==> src/rtl/core_phase_sequencer_if.sv <==
// Phase-sequencer bus: run/stall requests in, one-hot phase enables and status out.
// The sequencer connects through the slave modport; the core-side controller uses master.
interface core_phase_sequencer_if #(
  parameter int unsigned CNTLEN = 32
);
  logic              run;
  logic              stall_fetch;
  logic              stall_decode;
  logic              stall_execute;
  logic              stall_memory;
  logic              stall_writeback;
  logic              phase_fetch;
  logic              phase_decode;
  logic              phase_execute;
  logic              phase_memory;
  logic              phase_writeback;
  logic              halted;
  logic              retire;
  logic [CNTLEN-1:0] instret;
  logic              stall_timeout;

  modport master (
    output run, stall_fetch, stall_decode, stall_execute, stall_memory, stall_writeback,
    input  phase_fetch, phase_decode, phase_execute, phase_memory, phase_writeback,
    input  halted, retire, instret, stall_timeout
  );

  modport slave (
    input  run, stall_fetch, stall_decode, stall_execute, stall_memory, stall_writeback,
    output phase_fetch, phase_decode, phase_execute, phase_memory, phase_writeback,
    output halted, retire, instret, stall_timeout
  );
endinterface

==> src/rtl/core_phase_sequencer.sv <==
// Five-phase instruction sequencer (F/D/E/M/W) with stall hold, clean halt and retire counter.
// Optional stall watchdog enabled by defining PHASE_STALL_WATCHDOG_EN.
module core_phase_sequencer #(
  parameter int unsigned CNTLEN    = 32,
  parameter int unsigned WDT_LIMIT = 255
) (
  input  logic                   clk,
  input  logic                   rst,
  core_phase_sequencer_if.slave  bus
);

  typedef enum logic [2:0] {
    S_IDLE      = 3'd0,
    S_FETCH     = 3'd1,
    S_DECODE    = 3'd2,
    S_EXECUTE   = 3'd3,
    S_MEMORY    = 3'd4,
    S_WRITEBACK = 3'd5
  } state_t;

  if ((WDT_LIMIT < 1) || (WDT_LIMIT > 65535)) begin : g_wdt_limit_check
    $error("WDT_LIMIT must be within 1..65535");
  end

  state_t            r_state;
  logic              r_retire;
  logic [CNTLEN-1:0] r_instret;
  logic              w_cur_stall;
  logic              w_wdt_trip;
  logic              w_run_block;

  // Only the active phase's stall matters; inactive stalls are don't-care.
  always_comb begin
    w_cur_stall = 1'b0;
    case (r_state)
      S_FETCH:     w_cur_stall = bus.stall_fetch;
      S_DECODE:    w_cur_stall = bus.stall_decode;
      S_EXECUTE:   w_cur_stall = bus.stall_execute;
      S_MEMORY:    w_cur_stall = bus.stall_memory;
      S_WRITEBACK: w_cur_stall = bus.stall_writeback;
      default:     w_cur_stall = 1'b0;
    endcase
  end

`ifdef PHASE_STALL_WATCHDOG_EN
  logic [15:0] r_wdt_cnt;
  logic        r_timeout;

  assign w_wdt_trip  = (r_wdt_cnt == 16'(WDT_LIMIT));
  assign w_run_block = r_timeout;

  // Counts consecutive held cycles in one phase; any state change restarts it.
  always_ff @(posedge clk) begin
    if (rst) begin
      r_wdt_cnt <= 16'd0;
      r_timeout <= 1'b0;
    end else begin
      if (w_wdt_trip) begin
        r_timeout <= 1'b1;
      end
      if ((r_state == S_IDLE) || !w_cur_stall || w_wdt_trip) begin
        r_wdt_cnt <= 16'd0;
      end else if (r_wdt_cnt != 16'hFFFF) begin
        r_wdt_cnt <= r_wdt_cnt + 16'd1;
      end
    end
  end

  assign bus.stall_timeout = r_timeout;
`else
  assign w_wdt_trip        = 1'b0;
  assign w_run_block       = 1'b0;
  assign bus.stall_timeout = 1'b0;
`endif

  // Phase FSM; retire and instret update on the edge that leaves WRITEBACK.
  always_ff @(posedge clk) begin
    if (rst) begin
      r_state   <= S_IDLE;
      r_retire  <= 1'b0;
      r_instret <= '0;
    end else begin
      r_retire <= 1'b0;
      if (w_wdt_trip) begin
        r_state <= S_IDLE;
      end else begin
        case (r_state)
          S_IDLE: begin
            if (bus.run && !w_run_block) begin
              r_state <= S_FETCH;
            end
          end
          S_FETCH: begin
            if (!w_cur_stall) r_state <= S_DECODE;
          end
          S_DECODE: begin
            if (!w_cur_stall) r_state <= S_EXECUTE;
          end
          S_EXECUTE: begin
            if (!w_cur_stall) r_state <= S_MEMORY;
          end
          S_MEMORY: begin
            if (!w_cur_stall) r_state <= S_WRITEBACK;
          end
          S_WRITEBACK: begin
            if (!w_cur_stall) begin
              r_retire  <= 1'b1;
              r_instret <= r_instret + CNTLEN'(1);
              r_state   <= bus.run ? S_FETCH : S_IDLE;
            end
          end
          default: r_state <= S_IDLE;
        endcase
      end
    end
  end

  assign bus.phase_fetch     = (r_state == S_FETCH);
  assign bus.phase_decode    = (r_state == S_DECODE);
  assign bus.phase_execute   = (r_state == S_EXECUTE);
  assign bus.phase_memory    = (r_state == S_MEMORY);
  assign bus.phase_writeback = (r_state == S_WRITEBACK);
  assign bus.halted          = (r_state == S_IDLE);
  assign bus.retire          = r_retire;
  assign bus.instret         = r_instret;

endmodule

==> src/flat_wrapper.sv <==
// flat-port wrapper written by rule: the top's interface ports become plain ports
module core_phase_sequencer_flat 
#(
  parameter int unsigned CNTLEN    = 32,
  parameter int unsigned WDT_LIMIT = 255
)
  (clk, rst, bus_run, bus_stall_fetch, bus_stall_decode, bus_stall_execute, bus_stall_memory, bus_stall_writeback, bus_phase_fetch, bus_phase_decode, bus_phase_execute, bus_phase_memory, bus_phase_writeback, bus_halted, bus_retire, bus_instret, bus_stall_timeout);
  core_phase_sequencer_if #(.CNTLEN(CNTLEN)) bus_i ();
  input  logic clk;
  input  logic rst;
  input wire logic [$bits(bus_i.run)-1:0] bus_run;
  input wire logic [$bits(bus_i.stall_fetch)-1:0] bus_stall_fetch;
  input wire logic [$bits(bus_i.stall_decode)-1:0] bus_stall_decode;
  input wire logic [$bits(bus_i.stall_execute)-1:0] bus_stall_execute;
  input wire logic [$bits(bus_i.stall_memory)-1:0] bus_stall_memory;
  input wire logic [$bits(bus_i.stall_writeback)-1:0] bus_stall_writeback;
  output wire logic [$bits(bus_i.phase_fetch)-1:0] bus_phase_fetch;
  output wire logic [$bits(bus_i.phase_decode)-1:0] bus_phase_decode;
  output wire logic [$bits(bus_i.phase_execute)-1:0] bus_phase_execute;
  output wire logic [$bits(bus_i.phase_memory)-1:0] bus_phase_memory;
  output wire logic [$bits(bus_i.phase_writeback)-1:0] bus_phase_writeback;
  output wire logic [$bits(bus_i.halted)-1:0] bus_halted;
  output wire logic [$bits(bus_i.retire)-1:0] bus_retire;
  output wire logic [$bits(bus_i.instret)-1:0] bus_instret;
  output wire logic [$bits(bus_i.stall_timeout)-1:0] bus_stall_timeout;
  assign bus_i.run = bus_run;
  assign bus_i.stall_fetch = bus_stall_fetch;
  assign bus_i.stall_decode = bus_stall_decode;
  assign bus_i.stall_execute = bus_stall_execute;
  assign bus_i.stall_memory = bus_stall_memory;
  assign bus_i.stall_writeback = bus_stall_writeback;
  assign bus_phase_fetch = bus_i.phase_fetch;
  assign bus_phase_decode = bus_i.phase_decode;
  assign bus_phase_execute = bus_i.phase_execute;
  assign bus_phase_memory = bus_i.phase_memory;
  assign bus_phase_writeback = bus_i.phase_writeback;
  assign bus_halted = bus_i.halted;
  assign bus_retire = bus_i.retire;
  assign bus_instret = bus_i.instret;
  assign bus_stall_timeout = bus_i.stall_timeout;
  core_phase_sequencer #(.CNTLEN(CNTLEN), .WDT_LIMIT(WDT_LIMIT)) u_core (.clk(clk), .rst(rst), .bus(bus_i));
endmodule
==> config.mk <==
export PLATFORM = sky130hd
export DESIGN_NAME = core_phase_sequencer_flat
export DESIGN_NICKNAME = d
export VERILOG_FILES = /design/src/rtl/core_phase_sequencer_if.sv /design/src/rtl/core_phase_sequencer.sv /design/src/flat_wrapper.sv
export SDC_FILE = /design/constraint.sdc
export NUM_CORES = 1
export LEC_CHECK = 0
export ABC_AREA = 1
export BUFFER_PORTS_ARGS = -buffer_cell sky130_fd_sc_hd__buf_2
export CAP_MARGIN = 10
export CORE_ASPECT_RATIO = 1.75
export CORE_MARGIN = 2
export CORE_UTILIZATION = 30
export CTS_CLUSTER_SIZE = 40
export DETAILED_ROUTE_END_ITERATION = 8
export GPL_TIMING_DRIVEN = 0
export PLACE_DENSITY_LB_ADDON = 0.25
export SKIP_CTS_REPAIR_TIMING = 1
export SLEW_MARGIN = 20
export SYNTH_ARGS = -nofsm -noshare
export SYNTH_HDL_FRONTEND = slang
export SYNTH_SLANG_ARGS = --single-unit
==> constraint.sdc <==
create_clock -name clk -period 1.65 [get_ports clk]
set_input_delay 0 -clock clk [delete_from_list [all_inputs] [get_ports clk]]
set_output_delay 0 -clock clk [all_outputs]
set_load 0.05 [all_outputs]
==> flow_summary_export.csv, run 1 <==
group,metric,value,unit
worst_setup_path,critical_path_peak_fanout,5,
drt,postRouteAntennaNets,0,
yosys,synth_enable_flop_cells,0,
drt,vias,2563,
worst_setup_path,worst-path-stages,8,
min_path,hold_path_class,"in2reg",
floorplan,start_util,0.309,
placed_design,buffer_ports.inserted,46,
clocking,clock_sinks,36,
floorplan,die_span_in_x,70.7,um
sta,fin_worst_hold_slack,104,ps
yosys,syn_inst,387,
worst_setup_path,crit_arrival,1780,ps
layout,layout-drive-gt1-share,0.267,
yosys,synth.net_count,396,
drt,dr_pass1_iterations,4,
worst_setup_path,worstSetupStartpointType,"flip-flop",
clocking,htreeDepth,2,
worst_setup_path,reg2reg_setup_slack,80,ps
global_routing,grt_usage,0.168,
min_path,worst_hold_startpoint,"bus_run",
placed_design,gp_routability_congestion,0.920,
yosys,post-synth-top-area-cell,"sky130_fd_sc_hd__dfxtp_1",
yosys,synth_largest_type_area_fraction,0.309,
global_routing,grt_start_max_net_pins,13,
placed_design,half_perimeter_wire_length_of_the_detailed_placement_result,5330,um
layout,finished_cell_area,3070,um2
floorplan,top_level_ports,48,
global_routing,vias_in_the_first_global_route,2536,
yosys,netlist_area,2330,um2
pwr,power-per-cell-area,924,nW/um2
job,timing.max_cap.violations,0,
worst_setup_path,r2r-start,"u_core.bus.instret[0]",
layout,post-route-util,0.406,
yosys,post_synth.cell_area_avg,6.03,um2
pwr,power.static_leakage,1.23,nW
yosys,yosysWarningCount,0,
drt,route.detailed.drc,0,
yosys,netlist-cell-type-count,25,
global_routing,grt_antenna_before_repair,0,
pwr,peakVddDrop,0.756,mV
min_path,min_delay_worst_endpoint,"u_core.r_state[0]",
drt,wire_per_inst,12.8,um
floorplan,die_h,121,um
floorplan,core_area,7570,um2
sta,max-slew-margin-rel,0.562,
layout,area_overhead_of_the_layout_relative_to_synthesis,31.5,%
sta,clock-skew-final,7.51,ps
global_routing,grt_pass1_wl,11400,um
drt,vias_per_cell,4.77,
floorplan,floorplan.die_area,8530,um2
sta,rsz_0062_raised_after_global_routing,"yes",
run_status,status,"complete, no violations",
clocking,clk_pin_slew,60,ps
sta,timing_max_transition_violations_final,0,
clocking,clock_tree.buffer_depth,2,
clocking,cts_root_buffer,"sky130_fd_sc_hd__clkbuf_16",
yosys,synth_seq_cells,36,
worst_setup_path,critPathKind,"reg2reg",
clocking,cts_made_buffers,5,
sta,max_slew.worst_pin.slew,656,ps
sta,timing.final.crit_share,0.949,
worst_setup_path,critical-path-slowest-cell,"sky130_fd_sc_hd__dfxtp_4",
min_path,hold-path-cell-count,5,
sta,final_hold_viol_count,0,
worst_setup_path,cp_data_required_time,1860,ps
worst_setup_path,worstReg2RegEnd,"u_core.bus.instret[12]",
sta,max_freq,638,MHz
clocking,tritoncts,"built",
yosys,yosys.cell_count.top_type,"sky130_fd_sc_hd__nand2_1",
global_routing,remaining_overflow_grt,0,
drt,drt_iter0_markers,97,
yosys,yosys_most_used_dff,"sky130_fd_sc_hd__dfxtp_1",
yosys,synth.top_cells.by_area,"sky130_fd_sc_hd__dfxtp_1, sky130_fd_sc_hd__nand2_1, sky130_fd_sc_hd__nor2_1, sky130_fd_sc_hd__nand3_1, sky130_fd_sc_hd__a21oi_2",
worst_setup_path,cpLargestDelayFamily,"simple AND/OR/NAND/NOR gates",
clocking,worst_skew_pair.late_latency,290,ps
layout,antenna_cells_inserted,0,
sta,setup_viol,0,
worst_setup_path,critPathMaxStageDelay,380,ps
yosys,synth-seq-area-share,0.309,
yosys,synth_async_sr_flop_share,0,
sta,fin_crit,1570,ps
yosys,synth_top_cells_by_count,"sky130_fd_sc_hd__nand2_1, sky130_fd_sc_hd__nor2_1, sky130_fd_sc_hd__dfxtp_1",
layout,fillCellCount,873,
worst_setup_path,path_cells,"ha_4 -> nand2_1 -> nor2_4 -> nand2_1 -> nor2_2 -> xor2_1 -> nand2_1 -> a21oi_2",
worst_setup_path,cp.buffers_inverters,0,
worst_setup_path,cpMostUsedCell,"sky130_fd_sc_hd__nand2_1",
worst_setup_path,worst-r2r-cell-count,8,
placed_design,place_area,2700,um2
layout,final_nets,457,
drt,routed_wirelength,6900,um
floorplan,num_rows,42,
worst_setup_path,timing.critical_path.to_type,"flip-flop",
==> metal layers <==
metal	wire, um	track usage	up-vias
met5	0	0	-
met4	340	0.111	0
met3	252	0.0333	21
met2	3810	0.313	62
met1	2500	0.162	1156
li1	-	-	1324
==> power breakdown <==
| group | switching, mW | leakage [nW] | internal, mW |
|---|---|---|---|
| combinational | 0.558 | 0.857 | 0.260 |
| clock | 0.375 | 0.0798 | 0.709 |
| sequential | 0.0310 | 0.296 | 0.903 |
==> final cells by class <==
type	count	area (um2)	area share
tap	88	110	0.0359
sequential	36	737	0.240
multi-input combinational	310	1530	0.499
clock inverter	3	42.5	0.0139
timing repair buffer	54	305	0.0994
inverter	29	109	0.0355
buffer	12	109	0.0355
clock buffer	5	125	0.0407
==> cells in the final DEF, fill, tap and decap left out, types with 5 or more instances in the layout <==
cell                        count
sky130_fd_sc_hd__inv_1         27
sky130_fd_sc_hd__nor2_4         6
sky130_fd_sc_hd__nand2_1      159
sky130_fd_sc_hd__clkbuf_16      5
sky130_fd_sc_hd__dfxtp_1       27
sky130_fd_sc_hd__nor2_2         7
sky130_fd_sc_hd__buf_4          7
sky130_fd_sc_hd__buf_6          8
sky130_fd_sc_hd__buf_2         46
sky130_fd_sc_hd__a21oi_2       13
sky130_fd_sc_hd__dfxtp_2        7
sky130_fd_sc_hd__a21oi_1       19
sky130_fd_sc_hd__xor2_1        11
sky130_fd_sc_hd__nand3_1       21
sky130_fd_sc_hd__nor2_1        48
==> worst max path at each step <==
stage,startpoint,endpoint
after floorplan,u_core.bus.instret[1],u_core.bus.instret[30]
after global placement,u_core.r_state[1],u_core.bus.instret[16]
after detailed placement,u_core.bus.instret[0],u_core.bus.instret[30]
after CTS,u_core.bus.instret[0],u_core.bus.instret[30]
after global routing,u_core.bus.instret[0],u_core.bus.instret[28]
final,u_core.bus.instret[0],u_core.bus.instret[12]
==> stage by stage <==
step                      instances  TNS (ps)  power [mW]  setup slack, ps
final                           537         0        2.84             83.6
after global routing            537     -29.1        2.97            -26.2
after CTS                       529      -150        2.77            -35.3
after detailed placement        521     -84.9        1.67            -17.9
after global placement          521     -5.21        1.66            -2.73
after floorplan                 387     -8.22        1.52            -8.22
==> flip-flops by register name (all words and copies together) (netlist names) <==
| register | count |
|---|---|
| u_core.bus.instret | 32 |
| u_core.r_state | 3 |
| u_core.bus.retire | 1 |
==> cell families after synthesis <==
family / Yosys count / synth area share
xor+xnor: 15 / 0.0563
other cells: 1 / 0.00161
simple gates: 260 / 0.454
flops: 36 / 0.309
fa+ha+maj: 1 / 0.00536
compound gates: 33 / 0.0900
buf+inv: 41 / 0.0836
==> worst register-to-register path, cell delays in order (launching register included) <==
cell,delay (ps)
sky130_fd_sc_hd__dfxtp_4,380
sky130_fd_sc_hd__ha_4,140
sky130_fd_sc_hd__nand2_1,80
sky130_fd_sc_hd__nor2_4,220
sky130_fd_sc_hd__nand2_1,100
sky130_fd_sc_hd__nor2_2,220
sky130_fd_sc_hd__xor2_1,170
sky130_fd_sc_hd__nand2_1,80
sky130_fd_sc_hd__a21oi_2,110
(Power assumes the default switching activity.)
==> run 2, diff against run 1 <==
Settings changed: RECOVER_POWER from default to 100.
==> flow_summary_export.csv, run 2 (synthesis results as in run 1) <==
group,metric,value,unit
clocking,htreeDepth,2,
drt,dr_pass1_iterations,4,
floorplan,core_area,7570,um2
layout,fillCellCount,877,
sta,max_slew.worst_pin.slew,657,ps
floorplan,num_rows,42,
floorplan,die_span_in_x,70.7,um
sta,fin_crit,1570,ps
worst_setup_path,critPathKind,"reg2reg",
worst_setup_path,timing.critical_path.to_type,"flip-flop",
floorplan,floorplan.die_area,8530,um2
sta,fin_worst_hold_slack,104,ps
sta,timing.final.crit_share,0.951,
global_routing,grt_start_max_net_pins,13,
global_routing,grt_usage,0.168,
sta,setup_viol,0,
clocking,worst_skew_pair.late_latency,290,ps
clocking,tritoncts,"built",
min_path,hold_path_class,"in2reg",
floorplan,start_util,0.309,
layout,post-route-util,0.402,
pwr,post-layout-total-power,2.84,mW
floorplan,top_level_ports,48,
layout,area_overhead_of_the_layout_relative_to_synthesis,30.2,%
worst_setup_path,reg2reg_setup_slack,80,ps
drt,vias,2560,
layout,layout-drive-gt1-share,0.214,
layout,final_cell_mix,"sky130_fd_sc_hd__nand2_1, sky130_fd_sc_hd__nor2_1, sky130_fd_sc_hd__inv_1, sky130_fd_sc_hd__clkbuf_1, sky130_fd_sc_hd__dfxtp_1",
layout,post_layout_nonfiller_instances,537,
run_status,status,"complete, no violations",
clocking,cts_root_buffer,"sky130_fd_sc_hd__clkbuf_16",
worst_setup_path,worstSetupStartpointType,"flip-flop",
drt,routed_wirelength,6880,um
min_path,hold-path-cell-count,5,
drt,vias_per_cell,4.77,
pwr,power.static_leakage,1.13,nW
layout,multiInputGateArea,1530,um2
layout,number_of_flip_flops_in_the_largest_register,32,
job,timing.max_cap.violations,0,
sta,rsz_0062_raised_after_global_routing,"yes",
sta,max_freq,637,MHz
placed_design,gp_routability_congestion,0.920,
worst_setup_path,crit_arrival,1780,ps
placed_design,placed_cells_incl_taps,521,
sta,clock-skew-final,6.35,ps
drt,wire_per_inst,12.8,um
drt,drt_iter0_markers,86,
layout,layout_commonest_cell,"sky130_fd_sc_hd__nand2_1",
sta,max-slew-margin-rel,0.562,
global_routing,grt_antenna_before_repair,0,
clocking,clock_tree.buffer_depth,2,
placed_design,buffer_ports.inserted,46,
global_routing,remaining_overflow_grt,0,
sta,timing_max_transition_violations_final,0,
global_routing,grt_pass1_wl,11400,um
pwr,power-per-cell-area,933,nW/um2
clocking,cts_made_buffers,5,
placed_design,half_perimeter_wire_length_of_the_detailed_placement_result,5330,um
layout,final_nets,457,
drt,route.detailed.drc,0,
drt,postRouteAntennaNets,0,
clocking,clk_pin_slew,60,ps
sta,final_hold_viol_count,0,
worst_setup_path,cp_data_required_time,1860,ps
worst_setup_path,critical_path_peak_fanout,5,
layout,antenna_cells_inserted,0,
floorplan,die_h,121,um
worst_setup_path,worst-r2r-cell-count,8,
global_routing,vias_in_the_first_global_route,2536,
pwr,peakVddDrop,0.756,mV
clocking,clock_sinks,36,
layout,seq_area,737,um2
==> run 2: where the power goes <==
part           switching [mW]  internal [mW]  total [mW]
clock network           0.378          0.709        1.09
registers              0.0311          0.903       0.934
logic                   0.557          0.259       0.816
total                   0.966           1.87        2.84
==> run 2: path summary, 6_finish.rpt <==
kind | startpoint | end
setup / recovery | u_core.bus.instret[0] | u_core.bus.instret[12]
hold / removal | bus_run | u_core.r_state[0]
setup reg to reg | u_core.bus.instret[0] | u_core.bus.instret[12]
hold reg to reg | u_core.bus.instret[3] | u_core.bus.instret[3]
==> run 2: routing by layer <==
layer  GRT usage  part of all wire  vias up
li1            -                 -     1324
met1       0.162              0.36     1152
met2       0.313              0.55       61
met3      0.0333             0.037       23
met4       0.111             0.054        0
met5           0                 0        -
==> run 2: critical path, cell delays in order, from the launching register on <==
cell                      delay [ps]
sky130_fd_sc_hd__dfxtp_4         380
sky130_fd_sc_hd__ha_4            140
sky130_fd_sc_hd__nand2_1          80
sky130_fd_sc_hd__nor2_4          220
sky130_fd_sc_hd__nand2_1         100
sky130_fd_sc_hd__nor2_2          220
sky130_fd_sc_hd__xor2_1          170
sky130_fd_sc_hd__nand2_1          80
sky130_fd_sc_hd__a21oi_2         110
==> run 2: cell type report <==
cell class                 count  share of cell area
multi-input combinational    310               0.504
sequential                    36               0.242
timing repair buffer          54              0.0905
clock buffer                   5              0.0412
tap                           88              0.0362
buffer                        12              0.0358
inverter                      29              0.0358
clock inverter                 3              0.0140
==> run 2: per-stage QoR <==
step	instance area [um2]	TNS (ps)	setup WS, ps
floorplan	2360	-8.22	-8.22
global placement	2700	-5.21	-2.73
detailed placement	2700	-84.9	-17.9
CTS	2870	-150	-35.3
global route	3040	-29.6	-26.4
finish	3040	0	80.5
==> run 3, diff against run 2 <==
Settings changed: SETUP_SLACK_MARGIN from default to 0.15.
Clock period 1.65 ns to 1.5 ns, I/O delays scaled along.
==> flow_summary_export.csv, run 3 (synthesis results as in run 1) <==
group,metric,value,unit
run_status,status,"finished with violations",
run_status,failing_checks,"setup timing",
sta,timing.final.crit_share,1.02,
worst_setup_path,crit_arrival,1710,ps
sta,setup_slack,-30.3,ps
drt,postRouteAntennaNets,0,
layout,layout_commonest_cell,"sky130_fd_sc_hd__nand2_1",
worst_setup_path,critPathKind,"reg2reg",
clocking,clock_sinks,36,
clocking,tritoncts,"built",
placed_design,buffer_ports.inserted,46,
layout,finished_cell_area,3370,um2
pwr,reg_power_frac,0.304,
layout,antenna_cells_inserted,0,
sta,setup_total_negative_slack,-443,ps
clocking,clk_pin_slew,50,ps
worst_setup_path,r2r-start,"u_core.r_state[1]",
worst_setup_path,worst-r2r-cell-count,9,
layout,post_layout_nonfiller_instances,548,
pwr,netSwitchingPower,1.28,mW
min_path,hold_path_class,"in2reg",
global_routing,vias_in_the_first_global_route,2421,
worst_setup_path,cpLargestDelayFamily,"simple AND/OR/NAND/NOR gates",
layout,number_of_flip_flops_in_the_largest_register,32,
floorplan,start_util,0.309,
floorplan,core_area,7570,um2
floorplan,die_h,121,um
worst_setup_path,timing.critical_path.to_type,"flip-flop",
global_routing,grt_antenna_before_repair,0,
layout,area_overhead_of_the_layout_relative_to_synthesis,44.2,%
drt,wire_per_inst,13.3,um
sta,setup_viol,30,
drt,drt_iter0_markers,124,
placed_design,half_perimeter_wire_length_of_the_detailed_placement_result,5500,um
pwr,power.clock.fraction,0.293,
job,timing.max_cap.violations,0,
layout,seq_area,792,um2
worst_setup_path,worst-path-stages,9,
global_routing,grt_start_max_net_pins,12,
sta,max_freq,653,MHz
worst_setup_path,crit_start,"u_core.r_state[1]",
worst_setup_path,critical-path-slowest-cell,"sky130_fd_sc_hd__dfxtp_4",
worst_setup_path,critical_path_peak_fanout,7,
worst_setup_path,critPathMaxStageDelay,420,ps
drt,dr_pass1_iterations,6,
floorplan,floorplan.die_area,8530,um2
clocking,htreeDepth,2,
pwr,switching_share,0.375,
layout,multiInputGateArea,1710,um2
global_routing,grt_usage,0.166,
layout,final_nets,468,
global_routing,remaining_overflow_grt,0,
sta,fin_crit,1530,ps
pwr,peakVddDrop,0.868,mV
worst_setup_path,cp_data_required_time,1670,ps
sta,max-slew-margin-rel,0.557,
sta,max_slew.worst_pin.slew,665,ps
placed_design,placed_cells_incl_taps,521,
worst_setup_path,worstSetupStartpointType,"flip-flop",
drt,vias,2618,
worst_setup_path,reg2reg_setup_slack,-30,ps
layout,final_cell_mix,"sky130_fd_sc_hd__nand2_1, sky130_fd_sc_hd__nor2_1, sky130_fd_sc_hd__clkbuf_1",
pwr,power-per-cell-area,1010,nW/um2
pwr,p_int,2.14,mW
drt,routed_wirelength,7290,um
pwr,power.static_leakage,1.16,nW
sta,timing_max_transition_violations_final,0,
layout,fillCellCount,833,
clocking,cts_made_buffers,5,
placed_design,place_area,2900,um2
drt,route.detailed.drc,0,
drt,vias_per_cell,4.78,
worst_setup_path,cp.buffers_inverters,3,
worst_setup_path,path_cells,"inv_4 -> nand4_1 -> nand3_4 -> nor3_4 -> buf_12 -> buf_4 -> nand3_2 -> nand2_1 -> nor2_1",
worst_setup_path,cp-endpoint,"u_core.bus.instret[18]",
floorplan,top_level_ports,48,
sta,final_hold_viol_count,0,
clocking,worst_skew_pair.late_latency,290,ps
sta,clock-skew-final,7.62,ps
floorplan,die_span_in_x,70.7,um
layout,layout-drive-gt1-share,0.326,
floorplan,num_rows,42,
clocking,cts_root_buffer,"sky130_fd_sc_hd__clkbuf_16",
placed_design,gp_routability_congestion,0.892,
global_routing,grt_pass1_wl,11200,um
sta,rsz_0062_raised_after_global_routing,"yes",
pwr,combPwrFrac,0.404,
worst_setup_path,worstReg2RegEnd,"u_core.bus.instret[18]",
clocking,clock_tree.buffer_depth,2,
[run 3: cell count changes in the layout (fill, tap and decap cells not counted), sizes merged]
cell      previous run  this run
clkinvlp             1         2
clkinv               1         2
bufinv               1         0
inv                 29        27
buf                 38        39
clkbuf              32        43
[run 3: worst reg2reg max path, cell delays in order, from the launching register on]
cell	delay [ps]
sky130_fd_sc_hd__dfxtp_4	420
sky130_fd_sc_hd__inv_4	90
sky130_fd_sc_hd__nand4_1	120
sky130_fd_sc_hd__nand3_4	120
sky130_fd_sc_hd__nor3_4	250
sky130_fd_sc_hd__buf_12	160
sky130_fd_sc_hd__buf_4	110
sky130_fd_sc_hd__nand3_2	50
sky130_fd_sc_hd__nand2_1	70
sky130_fd_sc_hd__nor2_1	50
[run 3: power groups by stage]
stage / registers (mW) / logic, mW / clock network (mW)
6_report: 1.04 / 1.38 / 1.00
5_1_grt: 1.04 / 1.47 / 1.05
4_1_cts: 1.02 / 0.931 / 1.03
3_5_place_dp: 1.04 / 0.928 / 0
3_3_place_gp: 1.04 / 0.918 / 0
2_1_floorplan: 1.05 / 0.736 / 0
[run 3: per-stage QoR]
step	setup slack (ps)	power (mW)	util	hold slack (ps)
finish	-30.3	3.42	0.445	121
global route	-154	3.56	0.445	186
CTS	-170	2.98	0.401	-59.4
global placement	-121	1.96	0.383	238
detailed placement	-159	1.97	0.383	244
floorplan	28.3	1.79	-	53.3
[run 3: layout make-up]
type | instances | share of cell area
sequential | 36 | 0.235
buffer | 12 | 0.0375
inverter | 29 | 0.0375
tap | 88 | 0.0327
multi-input combinational | 310 | 0.508
clock inverter | 2 | 0.00223
timing repair buffer | 65 | 0.108
clock buffer | 6 | 0.0383
[run 3: worst min-delay path by stage]
stage	from	endpoint	cells past startpoint
2_1_floorplan	rst	u_core.bus.instret[7]	1
3_3_place_gp	rst	u_core.bus.instret[7]	2
3_5_place_dp	rst	u_core.bus.instret[7]	2
4_1_cts	rst	u_core.bus.instret[7]	2
5_1_grt	bus_run	u_core.r_state[0]	5
6_report	bus_run	u_core.r_state[0]	5
[run 3: metal layers]
metal	global-route usage	vias up	part of all wire
li1	-	1350	-
met1	0.160	1200	0.36
met2	0.331	55	0.57
met3	0.0275	13	0.043
met4	0.0731	0	0.029
met5	0	-	0
